File: src/rtl/ip_layer_ctrl_if.sv
// Signal bundle between the FC layer sequencer, the input reader and the MAC array.
// slave is the sequencer side; master is the surrounding control/reader side.
interface ip_layer_ctrl_if;
   logic       ip_start_i;
   logic       stall_i;
   logic       switch_block_i;
   logic       acc_done_i;
   logic       rd_bram_start_o;
   logic       ip_oneuron_start_o;
   logic [2:0] cur_layer_index_o;
   logic [7:0] batch_idx_o;
   logic       layer_done_o;
   logic       all_done_o;
   logic       busy_o;
   logic       err_o;

   modport slave (
      input  ip_start_i, stall_i, switch_block_i, acc_done_i,
      output rd_bram_start_o, ip_oneuron_start_o, cur_layer_index_o, batch_idx_o,
             layer_done_o, all_done_o, busy_o, err_o
   );

   modport master (
      output ip_start_i, stall_i, switch_block_i, acc_done_i,
      input  rd_bram_start_o, ip_oneuron_start_o, cur_layer_index_o, batch_idx_o,
             layer_done_o, all_done_o, busy_o, err_o
   );
endinterface

File: src/rtl/ip_layer_ctrl.sv
// Sequencer for the FC input reader and MAC array: walks every layer and output batch,
// issuing a neuron-start pulse, the layer's input reads, then waiting for the MAC drain.
module ip_layer_ctrl #(
   parameter int unsigned NUM_LAYERS = 6,
   parameter int unsigned NB0        = 128,
   parameter int unsigned NB1        = 128,
   parameter int unsigned NB2        = 128,
   parameter int unsigned NB3        = 128,
   parameter int unsigned NB4        = 128,
   parameter int unsigned NB5        = 32,
   parameter int unsigned DRAIN_MAX  = 255
) (
   input  logic           clk_i,
   input  logic           rstn_i,
   ip_layer_ctrl_if.slave bus
);

   typedef enum logic [2:0] {StIdle, StStart, StRead, StCheck, StDrain, StNext} state_e;

   state_e      state_q;
   logic [14:0] rd_cnt_q;
   logic [7:0]  drain_cnt_q;
   logic [7:0]  batch_q;
   logic [2:0]  layer_q;
   logic        oneuron_q;
   logic        layer_done_q;
   logic        all_done_q;
   logic        busy_q;
   logic        err_q;

   logic [14:0] rd_last;
   logic [7:0]  batch_last;
   logic        rd_en;
   logic        last_batch;
   logic        last_layer;
   logic        drain_expired;

   // Index of the final read of a batch (reads per batch minus one).
   always_comb begin
      case (layer_q)
         3'd0:    rd_last = 15'd25087;
         3'd1:    rd_last = 15'd255;
         3'd2:    rd_last = 15'd4095;
         3'd3:    rd_last = 15'd255;
         3'd4:    rd_last = 15'd4095;
         3'd5:    rd_last = 15'd999;
         default: rd_last = 15'd0;
      endcase
   end

   always_comb begin
      case (layer_q)
         3'd0:    batch_last = 8'(NB0 - 1);
         3'd1:    batch_last = 8'(NB1 - 1);
         3'd2:    batch_last = 8'(NB2 - 1);
         3'd3:    batch_last = 8'(NB3 - 1);
         3'd4:    batch_last = 8'(NB4 - 1);
         3'd5:    batch_last = 8'(NB5 - 1);
         default: batch_last = 8'd0;
      endcase
   end

   // Read enable is a pure decode of the state so an async reset drops it at once.
   assign rd_en         = (state_q == StRead) && !bus.stall_i;
   assign last_batch    = (batch_q == batch_last);
   assign last_layer    = (layer_q == 3'(NUM_LAYERS - 1));
   assign drain_expired = (drain_cnt_q == 8'(DRAIN_MAX - 1));

   always_ff @(posedge clk_i or negedge rstn_i) begin
      if (!rstn_i) begin
         state_q      <= StIdle;
         rd_cnt_q     <= '0;
         drain_cnt_q  <= '0;
         batch_q      <= '0;
         layer_q      <= '0;
         oneuron_q    <= 1'b0;
         layer_done_q <= 1'b0;
         all_done_q   <= 1'b0;
         busy_q       <= 1'b0;
         err_q        <= 1'b0;
      end else begin
         oneuron_q    <= 1'b0;
         layer_done_q <= 1'b0;
         all_done_q   <= 1'b0;
         unique case (state_q)
            StIdle: begin
               if (bus.ip_start_i) begin
                  layer_q   <= '0;
                  batch_q   <= '0;
                  oneuron_q <= 1'b1;
                  busy_q    <= 1'b1;
                  state_q   <= StStart;
               end
            end
            StStart: begin
               rd_cnt_q <= '0;
               state_q  <= StRead;
            end
            StRead: begin
               if (bus.switch_block_i) err_q <= 1'b1;
               if (rd_en) begin
                  rd_cnt_q <= rd_cnt_q + 15'd1;
                  if (rd_cnt_q == rd_last) state_q <= StCheck;
               end
            end
            StCheck: begin
               // The reader must flag end-of-block exactly one cycle after its last read.
               if (!bus.switch_block_i) err_q <= 1'b1;
               drain_cnt_q <= '0;
               state_q     <= StDrain;
            end
            StDrain: begin
               drain_cnt_q <= drain_cnt_q + 8'd1;
               if (bus.acc_done_i || drain_expired) begin
                  if (!bus.acc_done_i) err_q <= 1'b1;
                  // Done pulses are set here so they are high during the NEXT cycle itself.
                  layer_done_q <= last_batch;
                  all_done_q   <= last_batch && last_layer;
                  state_q      <= StNext;
               end
            end
            StNext: begin
               if (!last_batch) begin
                  batch_q   <= batch_q + 8'd1;
                  oneuron_q <= 1'b1;
                  state_q   <= StStart;
               end else begin
                  batch_q <= '0;
                  if (!last_layer) begin
                     layer_q   <= layer_q + 3'd1;
                     oneuron_q <= 1'b1;
                     state_q   <= StStart;
                  end else begin
                     layer_q <= '0;
                     busy_q  <= 1'b0;
                     state_q <= StIdle;
                  end
               end
            end
            default: state_q <= StIdle;
         endcase
      end
   end

   assign bus.rd_bram_start_o    = rd_en;
   assign bus.ip_oneuron_start_o = oneuron_q;
   assign bus.cur_layer_index_o  = layer_q;
   assign bus.batch_idx_o        = batch_q;
   assign bus.layer_done_o       = layer_done_q;
   assign bus.all_done_o         = all_done_q;
   assign bus.busy_o             = busy_q;
   assign bus.err_o              = err_q;

endmodule

File: src/flat_wrapper.sv
// flat-port wrapper written by rule: the top's interface ports become plain ports
module ip_layer_ctrl_flat 
#(
   parameter int unsigned NUM_LAYERS = 6,
   parameter int unsigned NB0        = 128,
   parameter int unsigned NB1        = 128,
   parameter int unsigned NB2        = 128,
   parameter int unsigned NB3        = 128,
   parameter int unsigned NB4        = 128,
   parameter int unsigned NB5        = 32,
   parameter int unsigned DRAIN_MAX  = 255
)
  (clk_i, rstn_i, bus_ip_start_i, bus_stall_i, bus_switch_block_i, bus_acc_done_i, bus_rd_bram_start_o, bus_ip_oneuron_start_o, bus_cur_layer_index_o, bus_batch_idx_o, bus_layer_done_o, bus_all_done_o, bus_busy_o, bus_err_o);
  ip_layer_ctrl_if bus_i ();
  input  logic clk_i;
  input  logic rstn_i;
  input wire logic [$bits(bus_i.ip_start_i)-1:0] bus_ip_start_i;
  input wire logic [$bits(bus_i.stall_i)-1:0] bus_stall_i;
  input wire logic [$bits(bus_i.switch_block_i)-1:0] bus_switch_block_i;
  input wire logic [$bits(bus_i.acc_done_i)-1:0] bus_acc_done_i;
  output wire logic [$bits(bus_i.rd_bram_start_o)-1:0] bus_rd_bram_start_o;
  output wire logic [$bits(bus_i.ip_oneuron_start_o)-1:0] bus_ip_oneuron_start_o;
  output wire logic [$bits(bus_i.cur_layer_index_o)-1:0] bus_cur_layer_index_o;
  output wire logic [$bits(bus_i.batch_idx_o)-1:0] bus_batch_idx_o;
  output wire logic [$bits(bus_i.layer_done_o)-1:0] bus_layer_done_o;
  output wire logic [$bits(bus_i.all_done_o)-1:0] bus_all_done_o;
  output wire logic [$bits(bus_i.busy_o)-1:0] bus_busy_o;
  output wire logic [$bits(bus_i.err_o)-1:0] bus_err_o;
  assign bus_i.ip_start_i = bus_ip_start_i;
  assign bus_i.stall_i = bus_stall_i;
  assign bus_i.switch_block_i = bus_switch_block_i;
  assign bus_i.acc_done_i = bus_acc_done_i;
  assign bus_rd_bram_start_o = bus_i.rd_bram_start_o;
  assign bus_ip_oneuron_start_o = bus_i.ip_oneuron_start_o;
  assign bus_cur_layer_index_o = bus_i.cur_layer_index_o;
  assign bus_batch_idx_o = bus_i.batch_idx_o;
  assign bus_layer_done_o = bus_i.layer_done_o;
  assign bus_all_done_o = bus_i.all_done_o;
  assign bus_busy_o = bus_i.busy_o;
  assign bus_err_o = bus_i.err_o;
  ip_layer_ctrl #(.NUM_LAYERS(NUM_LAYERS), .NB0(NB0), .NB1(NB1), .NB2(NB2), .NB3(NB3), .NB4(NB4), .NB5(NB5), .DRAIN_MAX(DRAIN_MAX)) u_core (.clk_i(clk_i), .rstn_i(rstn_i), .bus(bus_i));
endmodule
File: config.mk
export PLATFORM = sky130hd
export DESIGN_NAME = ip_layer_ctrl_flat
export DESIGN_NICKNAME = d
export VERILOG_FILES = /design/src/rtl/ip_layer_ctrl_if.sv /design/src/rtl/ip_layer_ctrl.sv /design/src/flat_wrapper.sv
export SDC_FILE = /design/constraint.sdc
export NUM_CORES = 1
export LEC_CHECK = 0
export CAP_MARGIN = 20
export CORE_MARGIN = 8
export CORE_UTILIZATION = 62
export CTS_CLUSTER_SIZE = 16
export DETAILED_ROUTE_END_ITERATION = 12
export MAX_ROUTING_LAYER = met4
export PLACE_DENSITY = 0.86
export SYNTH_ARGS = -nofsm -noshare
export SYNTH_HDL_FRONTEND = slang
export SYNTH_SLANG_ARGS = --single-unit
File: constraint.sdc
create_clock -name clk_i -period 4.7 [get_ports clk_i]
set_clock_uncertainty 0.2 [all_clocks]
set_input_delay 1.41 -clock clk_i [delete_from_list [all_inputs] [get_ports clk_i]]
set_output_delay 1.41 -clock clk_i [all_outputs]
set_load 0.01 [all_outputs]
== Word level (Yosys, flattened, before mapping) ==
Cells that the tools add are included.
Widths: inputs -> output; s select.
Storage, ports and cells
  bits of input ports: 6
  register bits after elaboration: 42
  word-level logic and storage cells: 91
  output and inout port bits: 17
Cells by class
  add/subtract/negate cells: 4
  eq/ne operators: 22
  reductions and logical operators: 19
  multiplexer cells: 36
Operators by type and width (count)
  $pmux 15 s4: 1
  $pmux 8 s2: 2
  $pmux 15 s2: 1
  $mux 3: 8
  $pmux 3 s6: 1
  $add 8x1->8 const B: 2
  $mux 8: 2
  $add 15x1->15 const B: 1
  $eq 15x15->1: 1
  $mux 1: 15
  $mux 15: 1
  $pmux 7 s2: 1
  $eq 3x2->1 const B: 4
  $eq 3x3->1 const B: 4
  $ne 2x2->1 const B: 6
  $eq 8x7->1: 1
  $eq 8x8->1 const B: 1
  $reduce_and 4->1: 2
  $eq 3x1->1 const B: 2
  $logic_not 3->1: 2
  $ne 2x1->1 const B: 3
  $pmux 3 s2: 1
  $reduce_bool 2->1: 3
  $reduce_and 5->1: 1
  11 further kinds: 15

== Depth between registers and ports, before layout ==
Gate-level depths: netlist (run 1).
  depth in word-level cells: 7
  gate-level depth with buffers: 8
  mapped depth without buffers: 7

== Worst setup path before layout (run 1) ==
OpenSTA, ideal clock, no wires.
  path kind: in2out
  start point: in bus_stall_i
  end point: out bus_rd_bram_start_o
  data required time: 3.090 ns
  slack: 1.006 ns
  arrival time: 2.084 ns
  stages: 4
  buffers on the path: 2
  cells stage by stage: or3_1 > buf_2 > clkinv_2 > buf_6
Between the ends
  word-level cells in the longest chain between the ends: 2
Ends and longest elaborated chain
  start: declaration: line flat_wrapper.sv:18  | input wire logic [$bits(bus_i.stall_i)-1:0] bus_stall_i;
  $logic_not 1->1: line ip_layer_ctrl.sv:64  | assign rd_en = (state_q == StRead) && !bus.stall_i;
  $logic_and 1x1->1: line ip_layer_ctrl.sv:64
  end: declaration: line flat_wrapper.sv:21  | output wire logic [$bits(bus_i.rd_bram_start_o)-1:0] bus_rd_bram_start_o;
No other way between the ends.

== Worst setup path after layout (run 1) ==
Ends and elaborated chain as after synthesis.

==> results of run 1 <==
[path summary, 6_finish.rpt]
check | from | end | cells after the start
setup / recovery | bus_stall_i | bus_rd_bram_start_o | 4
hold / removal | u_core.rd_cnt_q[14] | u_core.rd_cnt_q[14] | 1
setup reg to reg | u_core.bus.cur_layer_index_o[1] | u_core.bus.batch_idx_o[6] | 5
hold reg to reg | u_core.rd_cnt_q[14] | u_core.rd_cnt_q[14] | 1
max in group asynchronous | rstn_i | u_core.bus.ip_oneuron_start_o | 1
min in group asynchronous | rstn_i | u_core.rd_cnt_q[1] | 1
[kinds of logic (layout without fill, tap and decap cells)]
logic type               count (synthesis)  after routing  share of synthesized area, %
AO/OA/AOI/OAI                           86             86                          21.1
XOR/XNOR                                 6              6                          2.10
adder cells (fa/ha/maj)                  5              5                          2.50
buffers and inverters                   24             40                          5.40
flip-flops                              42             42                          42.0
multiplexers                             2              2                         0.800
AND/OR/NAND/NOR                        117            117                          26.1
[power breakdown]
group	internal (mW)	switching, mW
sequential	0.410	0.0855
clock	0.170	0.127
combinational	0.138	0.185
[through the flow]
stage,power [mW],setup slack (ns),cell area (µm²)
floorplan,0.710,1.01,2500
global placement,0.806,0.246,2690
detailed placement,0.820,0.236,2690
CTS,1.12,0.236,2810
finish,1.11,0.243,2810
global route,1.18,0.159,2810
[sequential cells by signal, indices dropped and copies added (netlist names)]
| name | count |
|---|---|
| u_core.bus.batch_idx_o | 8 |
| u_core.bus.ip_oneuron_start_o | 1 |
| u_core.state_q | 3 |
| u_core.bus.all_done_o | 1 |
| u_core.bus.layer_done_o | 1 |
| u_core.rd_cnt_q | 15 |
| u_core.bus.cur_layer_index_o | 3 |
| u_core.drain_cnt_q | 8 |
| u_core.bus.err_o | 1 |
| u_core.bus.busy_o | 1 |
[synth_stat cells, drive strengths merged, types with 2 or more instances]
| cell | n | share of area, % |
|---|---|---|
| nand2b | 5 | 1.3 |
| a21oi | 6 | 1.2 |
| nand4b | 2 | 0.70 |
| nand4 | 9 | 2.3 |
| nor2 | 15 | 2.3 |
| xnor2 | 3 | 1.1 |
| clkbuf | 2 | 0.30 |
| nor4 | 3 | 1.6 |
| ha | 5 | 2.5 |
| or3 | 5 | 1.3 |
| mux2i | 2 | 0.80 |
| xor2 | 3 | 1.1 |
| nor3 | 6 | 1.4 |
| or3b | 2 | 0.70 |
| dfrtp | 42 | 42 |
| nand2 | 28 | 4.2 |
| a31oi | 17 | 4.3 |
| nand3 | 17 | 3.4 |
| and3 | 7 | 1.8 |
| nor3b | 5 | 1.7 |
| and2 | 4 | 1.0 |
| o211ai | 6 | 2.0 |
| nand3b | 5 | 1.5 |
| buf | 13 | 3.7 |
| inv | 8 | 1.2 |
| nor2b | 3 | 0.75 |
| o31ai | 5 | 1.7 |
| o21ai | 43 | 8.8 |
[per-layer routing]
| layer | wire [µm] | global-route usage (%) | share of wire [%] |
|---|---|---|---|
| met2 | 2660 | 29.8 | 48 |
| met4 | 14 | 4.26 | 0.25 |
| met1 | 2570 | 22.8 | 46 |
| met3 | 327 | 4.95 | 5.9 |
| met5 | 0 | - | 0 |
[layout make-up]
class                      instances  area share, %
timing repair buffer              24           8.20
sequential                        42           37.4
multi-input combinational        216           46.9
tap                               50           2.23
inverter                           9           1.25
clock inverter                     1           1.07
clock buffer                       6           2.94
==> run_results.csv, run 1 <==
group,metric,value,unit
global_routing,grt.overflow.total,0,
setup_path,path_buf_inv,3,
synthesis,yosysSeqAreaShare,42.0,%
die,initial_utilization,63.4,%
setup_path,worstPathCellList,"clkdlybuf4s50_1 -> or3_1 -> clkinv_2 -> clkdlybuf4s50_1",
synthesis,synth_edf_count,0,
die,die_area,6320,µm²
sta,whs,0.302,ns
setup_path,end_kind,"output pin",
detailed_routing,drt_iter0_markers,181,
detailed_routing,num_vias,2198,
synthesis,synthDistinctLibCells,50,
setup_path,slowest_delay,0.52,ns
sta,fmax,0.224,GHz
setup_path,ff2ff_setup_slack,2.52,ns
die,std_cell_rows,23,
clock_network,clkLatencyLatePin,0.29,ns
synthesis,synth-async-reset-ratio,100,%
setup_path,critPathKind,"input pin to output pin",
cells_and_area,diodes,0,
cells_and_area,areaGrowthSynthToFinish,12.2,%
run_status,status,"finished, final reports clean",
clock_network,cts_setup_buffers,0,
synthesis,avgSynthCellArea,8.87,µm²
die,die_width,79.5,µm
synthesis,postSynthCellCount,282,
clock_network,tritoncts,"built",
detailed_routing,viasPerCell,6.32,
sta,final-setup-viol-count,0,
clock_network,cts_made_buffers,5,
cells_and_area,fillCellCount,311,
sta,period_share,94.8,%
sta,setup_tns,0,ns
detailed_routing,post-route-drc-count,0,
sta,min_period,4.46,ns
min_path,min_path_type,"register to register",
global_routing,grt_max_degree,43,
sta,hold_viol,0,
place,hpwl,3.77,mm
power_and_ir_drop,peakVddDrop,0.305,mV
global_routing,grt_pass1_vias,2008,
cells_and_area,layout_commonest_cell,"dfrtp_1",
setup_path,crit_top_cell,"clkdlybuf4s50_1",
synthesis,netlist_area,2500,µm²
cells_and_area,instances_no_fill,348,
cells_and_area,seqCellArea,1050,µm²
clock_network,holdBufCountCts,0,
global_routing,antenna_found_initial,0,
setup_path,start_kind,"input pin",
detailed_routing,routed_wl,5.57,mm
clock_network,cts_resized,0,
die,coreArea,3940,µm²
cells_and_area,post-route-util,71.2,%
die,io_pins,23,
clock_network,clockBufferDepth,2,
setup_path,crit_fanout,3,
sta,slew_headroom,36.4,%
place,numPortBuffers,22,
synthesis,synth_seq_cells,42,
setup_path,critPathSlowestCell,"clkdlybuf4s50_1",
detailed_routing,ant_nets,0,
power_and_ir_drop,p_per_area,397,nW/µm²
detailed_routing,wire_per_inst,16.0,µm
power_and_ir_drop,leakagePower,1.18,nW
cells_and_area,final_cell_mix,"dfrtp_1 (42), o21ai_0 (34), nand2_1 (28)",
run,cap_violations,0,
global_routing,grt_pass1_wl,9.34,mm
setup_path,crit_family,"buffers and inverters",
cells_and_area,drive_above_1_share,6.38,%
synthesis,syn_nets,293,
setup_path,crit_required,3.09,ns
place,gp_congestion,0.846,
clock_network,cts.sinks,42,
synthesis,ys.flop_type,"dfrtp_1",
die,die_y,79.5,µm
cells_and_area,multi_input_area,1320,µm²
place,place.detailed.instances,341,
setup_path,arrival,2.85,ns
synthesis,synth_warnings,0,
global_routing,track_usage,18.6,%
detailed_routing,first_pass_iters,5,
clock_network,htree_levels,2,
cells_and_area,final_nets,309,
clock_network,path_clk_slew,0.08,ns
sta,tightest_slew,0.953,ns
sta,rsz0062_at_grt,"no",
clock_network,root_buffer,"clkbuf_8",
sta,drv_slew,0,
Power figures use the tool's default switching activity.
==> run 2: changes to the inputs <==
--- a/config.mk
+++ b/config.mk
@@ -12,6 +12,7 @@
 export DETAILED_ROUTE_END_ITERATION = 12
 export MAX_ROUTING_LAYER = met4
 export PLACE_DENSITY = 0.86
+export SKIP_LAST_GASP = 1
 export SYNTH_ARGS = -nofsm -noshare
 export SYNTH_HDL_FRONTEND = slang
 export SYNTH_SLANG_ARGS = --single-unit
==> results of run 2 <==
No change in the layout: final DEF, timing and power equal those of run 1.
==> run 3: changes to the inputs <==
--- a/config.mk
+++ b/config.mk
@@ -11,7 +11,7 @@
 export CTS_CLUSTER_SIZE = 16
 export DETAILED_ROUTE_END_ITERATION = 12
 export MAX_ROUTING_LAYER = met4
-export PLACE_DENSITY = 0.86
+export PLACE_DENSITY = 0.93
 export SKIP_LAST_GASP = 1
 export SYNTH_ARGS = -nofsm -noshare
 export SYNTH_HDL_FRONTEND = slang
==> run_results.csv, run 3 (synthesis results as in run 1) <==
group,metric,value,unit
cells_and_area,final_cell_mix,"dfrtp_1 (42), o21ai_0 (34), nand2_1 (28)",
die,die_area,6320,µm²
clock_network,path_clk_slew,0.07,ns
place,dpl_cell_area,2690,µm²
die,io_pins,23,
sta,fmax,0.225,GHz
place,preCtsSetupSlack,0.248,ns
setup_path,start_kind,"input pin",
detailed_routing,num_vias,2242,
run,cap_violations,0,
cells_and_area,diodes,0,
clock_network,holdBufCountCts,0,
power_and_ir_drop,total_power,1.05,mW
sta,tightest_slew,0.925,ns
clock_network,tritoncts,"built",
setup_path,crit_required,3.09,ns
place,numPortBuffers,22,
sta,rsz0062_at_grt,"no",
cells_and_area,instances_no_fill,347,
global_routing,track_usage,19.5,%
clock_network,cts.sinks,42,
setup_path,crit_family,"buffers and inverters",
sta,fin_ws,0.250,ns
clock_network,cts_made_buffers,5,
detailed_routing,drt_iter0_markers,196,
sta,whs,0.300,ns
cells_and_area,layout_commonest_cell,"dfrtp_1",
global_routing,grt_max_degree,43,
power_and_ir_drop,leakagePower,1.16,nW
detailed_routing,routed_wl,5.73,mm
clock_network,htree_levels,2,
setup_path,end_kind,"output pin",
setup_path,critPathKind,"input pin to output pin",
clock_network,clkLatencyLatePin,0.29,ns
sta,min_period,4.45,ns
sta,final-setup-viol-count,0,
cells_and_area,drive_above_1_share,6.06,%
sta,hold_viol,0,
cells_and_area,fillCellCount,299,
power_and_ir_drop,peakVddDrop,0.258,mV
cells_and_area,post-route-util,70.4,%
die,std_cell_rows,23,
clock_network,cts_setup_buffers,0,
sta,drv_slew,0,
setup_path,slowest_delay,0.52,ns
sta,period_share,94.7,%
cells_and_area,areaGrowthSynthToFinish,11.0,%
place,place.detailed.instances,341,
detailed_routing,first_pass_iters,5,
global_routing,grt.overflow.total,0,
die,die_y,79.5,µm
cells_and_area,final_area,2780,µm²
detailed_routing,viasPerCell,6.46,
setup_path,path_buf_inv,3,
run_status,status,"finished, final reports clean",
cells_and_area,final_nets,309,
global_routing,grt_pass1_vias,2092,
detailed_routing,post-route-drc-count,0,
cells_and_area,largest_reg_flops,15,
sta,slew_headroom,38.3,%
place,gp_congestion,0.886,
setup_path,worstPathCellList,"clkdlybuf4s50_1 -> or3_1 -> clkinv_2 -> clkdlybuf4s50_1",
sta,setup_tns,0,ns
setup_path,crit_top_cell,"clkdlybuf4s50_1",
clock_network,root_buffer,"clkbuf_8",
power_and_ir_drop,p_per_area,378,nW/µm²
detailed_routing,wire_per_inst,16.5,µm
die,die_width,79.5,µm
cells_and_area,top_register,"u_core.rd_cnt_q",
setup_path,crit_fanout,3,
clock_network,clockBufferDepth,2,
global_routing,antenna_found_initial,0,
clock_network,cts_resized,0,
place,hpwl,3.93,mm
min_path,min_path_type,"register to register",
die,coreArea,3940,µm²
setup_path,arrival,2.84,ns
global_routing,grt_pass1_wl,9.77,mm
die,initial_utilization,63.4,%
detailed_routing,ant_nets,0,
setup_path,critPathSlowestCell,"clkdlybuf4s50_1",
==> run 3: changes by cell type in the layout (fill, tap and decap cells not counted), sizes merged <==
cell | before | now
bufinv | 1 | 0
==> run 3: worst paths after layout <==
check                                                startpoint                         to  slack [ns]  cells after the start
worst max-delay path                                bus_stall_i        bus_rd_bram_start_o        0.25                      4
worst min-delay path                      u_core.drain_cnt_q[6]      u_core.drain_cnt_q[6]        0.30                      1
worst max register to register  u_core.bus.cur_layer_index_o[1]  u_core.bus.batch_idx_o[5]        2.49                      5
worst min register to register            u_core.drain_cnt_q[6]      u_core.drain_cnt_q[6]        0.30                      1
max in group asynchronous                                rstn_i         u_core.rd_cnt_q[5]        2.67                      1
min in group asynchronous                                rstn_i      u_core.drain_cnt_q[0]        1.04                      1
==> run 3: layout make-up <==
cell class                 instances  area [µm²]  area share [%]
multi-input combinational        216        1320            47.4
sequential                        42        1050            37.9
timing repair buffer              24         230            8.29
clock buffer                       6        82.6            2.97
tap                               50        62.6            2.25
inverter                           9        35.0            1.26
==> run 3: per-layer routing <==
metal / up-vias / track usage, % / routed length (µm)
met5: - / - / 0
met1: 1086 / 23.3 / 2530
li1: 1071 / - / -
met2: 80 / 31.9 / 2840
met4: 0 / 5.74 / 41
met3: 5 / 4.62 / 318
==> run 3: power by group <==
| group | total (mW) | leakage (nW) | internal [mW] | switching [mW] |
|---|---|---|---|---|
| clock | 0.232 | 0.0431 | 0.113 | 0.118 |
| combinational | 0.322 | 0.550 | 0.138 | 0.184 |
| sequential | 0.497 | 0.567 | 0.410 | 0.0867 |
| total | 1.05 | 1.16 | 0.661 | 0.389 |
